`src/rtl/lsu_mem_stage.sv`:
```
// lsu_mem_stage
//   Load/store unit behind the M stage. An access is latched in IDLE and
//   driven onto a split request/response bus. The unit generates byte
//   strobes, lane-replicated store data and extended load data, and holds
//   stallM high until the bus transaction completes or times out.
//
// Ports
//   clka, rst                    clock, asynchronous active-high reset
//   memreadM, memwriteM          M-stage load / store request (store wins)
//   lsopM[2:0]                   LW LH LHU LB LBU SW SH SB (0..7)
//   aluoutM[31:0]                effective address
//   writedataM[31:0]             right-aligned store data
//   stallM                       freezes F/D/E/M pipeline registers
//   rdataM[31:0]                 extended load data, valid in DONE only
//   done, buserr, adel, ades     one-cycle completion / timeout / misalign pulses
//   data_req/wr/size/addr/wstrb/wdata   bus request side
//   data_addr_ok, data_data_ok, data_rdata   bus response side
//
// Build option
//   LSU_ALIGN_CHECK_EN  defined: misaligned accesses raise adel/ades and are
//                       dropped. Undefined: low address bits are forced to the
//                       access alignment and the access proceeds.
//
// States
//   IDLE | waiting for an access
//   REQ  | request driven, waiting for data_addr_ok
//   WAIT | request accepted, waiting for data_data_ok
//   DONE | one-cycle completion, rdataM valid
//   ERR  | one-cycle timeout report

module lsu_mem_stage #(
    parameter int MAX_WAIT = 255
) (
    input  logic        clka,
    input  logic        rst,
    input  logic        memreadM,
    input  logic        memwriteM,
    input  logic [2:0]  lsopM,
    input  logic [31:0] aluoutM,
    input  logic [31:0] writedataM,
    output logic        stallM,
    output logic [31:0] rdataM,
    output logic        done,
    output logic        adel,
    output logic        ades,
    output logic        buserr,
    output logic        data_req,
    output logic        data_wr,
    output logic [1:0]  data_size,
    output logic [31:0] data_addr,
    output logic [3:0]  data_wstrb,
    output logic [31:0] data_wdata,
    input  logic        data_addr_ok,
    input  logic        data_data_ok,
    input  logic [31:0] data_rdata
);

    typedef enum logic [2:0] {IDLE, REQ, WAIT, DONE, ERR} state_t;

    localparam logic [8:0] MAX_W = 9'(MAX_WAIT);

    state_t      state_q, state_d;
    logic [7:0]  cnt_q;
    logic [31:0] addr_q, wd_q, rd_q;
    logic [2:0]  op_q;
    logic        wr_q;

    logic        access, aligned, accept, timeout, capture;
    logic [1:0]  size_in, size_q;
    logic [31:0] addr_in;
    logic [15:0] half_sel;
    logic [7:0]  byte_sel;

    function automatic logic [1:0] op_size(input logic [2:0] op);
        case (op)
            3'b000, 3'b101:         op_size = 2'd2;
            3'b001, 3'b010, 3'b110: op_size = 2'd1;
            default:                op_size = 2'd0;
        endcase
    endfunction

    // Reset gates the request so every output is 0 while rst is held.
    assign access  = (memreadM | memwriteM) & ~rst;
    assign size_in = op_size(lsopM);
    assign size_q  = op_size(op_q);

`ifdef LSU_ALIGN_CHECK_EN
    logic misalign;
    assign misalign = ((size_in == 2'd2) && (aluoutM[1:0] != 2'b00)) ||
                      ((size_in == 2'd1) && aluoutM[0]);
    assign aligned  = ~misalign;
    assign adel     = (state_q == IDLE) & access & ~memwriteM & misalign;
    assign ades     = (state_q == IDLE) & access & memwriteM & misalign;
    assign addr_in  = aluoutM;
`else
    assign aligned  = 1'b1;
    assign adel     = 1'b0;
    assign ades     = 1'b0;
    always_comb begin
        addr_in = aluoutM;
        if (size_in == 2'd2)      addr_in[1:0] = 2'b00;
        else if (size_in == 2'd1) addr_in[0]   = 1'b0;
    end
`endif

    assign accept  = (state_q == IDLE) & access & aligned;
    // The counter is cleared on REQ entry, so it holds (cycles spent - 1).
    assign timeout = ({1'b0, cnt_q} + 9'd1) >= MAX_W;
    assign capture = ((state_q == REQ) & data_addr_ok & data_data_ok) |
                     ((state_q == WAIT) & data_data_ok);

    always_comb begin
        state_d = state_q;
        case (state_q)
            IDLE: if (accept) state_d = REQ;
            REQ: begin
                if (data_addr_ok & data_data_ok) state_d = DONE;
                else if (timeout)                state_d = ERR;
                else if (data_addr_ok)           state_d = WAIT;
            end
            WAIT: begin
                if (data_data_ok) state_d = DONE;
                else if (timeout) state_d = ERR;
            end
            default: state_d = IDLE;
        endcase
    end

    always_ff @(posedge clka or posedge rst) begin
        if (rst) begin
            state_q <= IDLE;
            cnt_q   <= 8'd0;
            addr_q  <= 32'd0;
            wd_q    <= 32'd0;
            rd_q    <= 32'd0;
            op_q    <= 3'd0;
            wr_q    <= 1'b0;
        end else begin
            state_q <= state_d;
            if (accept) begin
                cnt_q  <= 8'd0;
                addr_q <= addr_in;
                wd_q   <= writedataM;
                op_q   <= lsopM;
                wr_q   <= memwriteM;
            end else if ((state_q == REQ || state_q == WAIT) && cnt_q != 8'hFF) begin
                cnt_q <= cnt_q + 8'd1;
            end
            if (capture) rd_q <= data_rdata;
        end
    end

    assign stallM   = accept | (state_q == REQ) | (state_q == WAIT);
    assign done     = (state_q == DONE);
    assign buserr   = (state_q == ERR);
    assign data_req = (state_q == REQ);

    // Bus fields come straight from registers and are zero outside REQ.
    always_comb begin
        data_wr    = 1'b0;
        data_size  = 2'd0;
        data_addr  = 32'd0;
        data_wstrb = 4'b0000;
        data_wdata = 32'd0;
        if (data_req) begin
            data_wr   = wr_q;
            data_size = size_q;
            data_addr = addr_q;
            if (wr_q) begin
                case (size_q)
                    2'd0: begin
                        data_wstrb = 4'b0001 << addr_q[1:0];
                        data_wdata = {4{wd_q[7:0]}};
                    end
                    2'd1: begin
                        data_wstrb = addr_q[1] ? 4'b1100 : 4'b0011;
                        data_wdata = {2{wd_q[15:0]}};
                    end
                    default: begin
                        data_wstrb = 4'b1111;
                        data_wdata = wd_q;
                    end
                endcase
            end
        end
    end

    assign half_sel = addr_q[1] ? rd_q[31:16] : rd_q[15:0];
    assign byte_sel = rd_q[{addr_q[1:0], 3'b000} +: 8];

    always_comb begin
        rdataM = 32'd0;
        if ((state_q == DONE) && !wr_q) begin
            case (op_q)
                3'b001:  rdataM = {{16{half_sel[15]}}, half_sel};
                3'b010:  rdataM = {16'd0, half_sel};
                3'b011:  rdataM = {{24{byte_sel[7]}}, byte_sel};
                3'b100:  rdataM = {24'd0, byte_sel};
                default: rdataM = rd_q;
            endcase
        end
    end

endmodule
```
`config.mk`:
```
export PLATFORM = sky130hd
export DESIGN_NAME = lsu_mem_stage
export DESIGN_NICKNAME = d
export VERILOG_FILES = /design/src/rtl/lsu_mem_stage.sv
export SDC_FILE = /design/constraint.sdc
export NUM_CORES = 1
export LEC_CHECK = 0
export CAP_MARGIN = 30
export CORE_ASPECT_RATIO = 1.2
export CORE_MARGIN = 2
export CORE_UTILIZATION = 25
export CTS_CLUSTER_SIZE = 10
export DETAILED_ROUTE_END_ITERATION = 8
export GPL_ROUTABILITY_DRIVEN = 0
export HOLD_SLACK_MARGIN = 0.15
export SLEW_MARGIN = 20
export SYNTH_ARGS = -nofsm -noshare
export SYNTH_HDL_FRONTEND = slang
export SYNTH_SLANG_ARGS = --single-unit
```
`constraint.sdc`:
```
create_clock -name clka -period 3.65 [get_ports clka]
set_clock_uncertainty 0.1 [all_clocks]
set_input_delay 0.73 -clock clka [delete_from_list [all_inputs] [get_ports clka]]
set_output_delay 0.73 -clock clka [all_outputs]
set_load 0.01 [all_outputs]
```
==> impl_metrics.yaml <==
outcome:
  status: "finished, final reports clean"
timing:
  finalSetupViolCount: 0
  min_period_ns: 3.52
  timing.final.crit_share_pct: 96.4
  slew_headroom_pct: 48.9
  setup_ws_ns: 0.132
  grt_setup_unrepaired: "yes"
  final-hold-violation-count: 0
  hold_slack_ns: 0.370
  drv_slew: 0
  max_freq_mhz: 284
  tightest_slew_ns: 0.766
power_and_ir_drop:
  power_density_mw_per_mm2: 796
  peakVddDrop_uv: 317
  p_leak_nw: 3.94
global_routing:
  grt_max_degree: 112
  grt-ovfl-total: 0
  antenna_found_initial: 0
  grt_pass1_wl_mm: 32.4
  grt_pass1_vias: 5593
  grt_use_total_pct: 15.7
drt:
  drtPass1Iterations: 4
  drt_iter0_drc: 213
  wl_per_cell_um: 16.3
  vias: 5798
  postRouteAntennaNets: 0
  wl_mm: 20.5
  drc: 0
  via_per_inst: 4.61
clocking:
  clock_latency_ns: 0.35
  root_buffer: "clkbuf_16"
  cts_sinks: 111
  numCtsBuffers: 9
  path_clk_slew_ns: 0.08
  cts_tree: "done"
  htree_levels: 3
  cts_buffer_depth: 2
setup_path:
  r2r-start: "cnt_q[0]"
  rr_worst_depth: 5
  required_ns: 2.82
  path_max_fanout: 9
  cp-startpoint: "addr_q[0]"
  cp-start-kind: "register"
  path_class: "reg2out"
  end_kind: "output port"
  crit_arrival_ns: 2.69
  r2r_slack_ns: 1.42
place:
  place_ws_ns: 0.365
  dpl_cell_area_mm2: 0.00867
  port-buffer-count: 211
  post-dp-hpwl_mm: 14.6
final_layout:
  fin_nets: 1036
  area_growth_pct: 44.3
  fin_area_mm2: 0.00902
  drive_gt1_share_pct: 11.0
  diodes: 0
floorplanning:
  core_area_mm2: 0.0247
  die_height_um: 177
  fp-row-count: 63
  io_pins: 214
  dieArea_mm2: 0.0263
  start_util_pct: 25.3
  die_width_um: 148
synthesis:
  ys_ff_latch: 111
  synth_area_mm2: 0.00625
  synth.distinct_cells: 65
  synth_edf_count: 0
  syn_area_per_cell_um2: 8.44
  yosysWarnings: 0
  yosysTopAreaCell: "dfrtp_1"
  post-synth-top-area-fraction_pct: 44.4
  synth_area_leaders: "dfrtp_1 (44%), nand2_1 (14%), mux2_2 (7.0%)"
  synth_most_common_cell: "nand2_1"
  yosysSeqAreaShare_pct: 44.4
  async_flop_share_pct: 100
  synthTopCellsByCount: "nand2_1 (226), dfrtp_1 (111), nor2_1 (71)"
  synth_ff_type: "dfrtp_1"
  synthCells: 741
hold_path:
  min_from: "addr_q[25]"
  min_path_cells: 2
  holdCritPathClass: "reg2reg"
flow_run:
  cap_viol_max_count: 0
[placed cells by master (no fill, tap or decap), types with 3 or more instances in the layout]
cell             instances
a211o_1                  3
or3_1                    9
o21ai_0                 17
a21oi_1                 26
and3_1                  13
mux2i_1                  7
nand2_1                226
nand3b_1                 3
o221a_2                  8
inv_1                    9
buf_4                   18
nand3_1                 14
clkdlybuf4s50_1        211
a221oi_1                 7
nand2b_1                 6
o22ai_1                  8
clkbuf_16                9
mux2_2                  39
xnor2_1                  5
nor2_1                  71
dfrtp_1                110
a211oi_1                 8
nor3_1                  13
and2_1                  33
[path summary, 6_finish.rpt]
kind,to
max in group asynchronous,rd_q[17]
worst min-delay path,addr_q[25]
worst min register to register,addr_q[25]
worst max register to register,cnt_q[4]
min in group asynchronous,state_q[1]
worst max-delay path,rdataM[3]
[where the power goes]
group / total [mW] / internal, mW / switching [mW]
registers: 2.38 / 1.80 / 0.581
clock network: 1.05 / 0.548 / 0.505
logic: 3.75 / 1.72 / 2.03
[flip-flops by register name (all words and copies together) (netlist names)]
register / flops
wr_q: 1
addr_q: 32
state_q: 3
rd_q: 32
op_q: 3
cnt_q: 8
wd_q: 32
[repair_timing]
item,CTS,global route
buffers inserted,0,0
resized for setup,1,8
hold buffers,0,0
cloned,0,0
pin swaps,0,1
setup endpoints to repair,2,25
[metrics by stage]
step / setup TNS, ns / utilization [%] / std cells / power, mW
2_1_floorplan: 0 / - / 742 / 4.66
3_3_place_gp: 0 / 35.1 / 1243 / 6.09
3_5_place_dp: 0 / 35.1 / 1243 / 6.12
4_1_cts: 0 / 36.4 / 1259 / 7.23
5_1_grt: -0.00269 / 36.6 / 1259 / 7.78
6_report: 0 / 36.6 / 1259 / 7.18
[layout make-up]
type,instances,area (um2)
Fill cell,2534,15700
Multi-Input combinational cell,566,3210
Sequential cell,111,2780
Timing Repair Buffer,231,2280
Tap cell,325,407
Clock buffer,9,225
Clock inverter,7,86.3
Inverter,10,41.3
[cell families (layout without fill, tap and decap cells)]
| logic type | count (synthesis) | after routing | synth area share, % |
|---|---|---|---|
| AO/OA/AOI/OAI | 99 | 99 | 11.2 |
| XOR/XNOR | 8 | 8 | 1.12 |
| multiplexers | 48 | 48 | 8.69 |
| AND/OR/NAND/NOR | 407 | 407 | 29.0 |
| adder cells (fa/ha/maj) | 2 | 2 | 0.400 |
| flip-flops | 111 | 111 | 44.4 |
| buffers and inverters | 65 | 257 | 5.08 |
| other | 1 | 2 | 0.0600 |
[per-layer routing]
layer  share of wire (%)  routed length, um  global-route usage, %  vias to the layer above
li1                    -                  -                      -                     2854
met5                   0                  0                      0                        -
met4                 1.3                272                   4.76                        0
met1                  44               9080                   20.7                     2712
met3                 7.9               1610                   4.05                       19
met2                  47               9560                   25.2                      213
[worst max-delay path, cell delays in order, from the launching register on]
cell	delay (ns)
dfrtp_1	0.48
and4bb_2	0.35
nor2_4	0.24
mux2_2	0.37
a211oi_1	0.30
clkdlybuf4s50_1	0.60
Note: power is estimated with default switching activity, not from simulation.
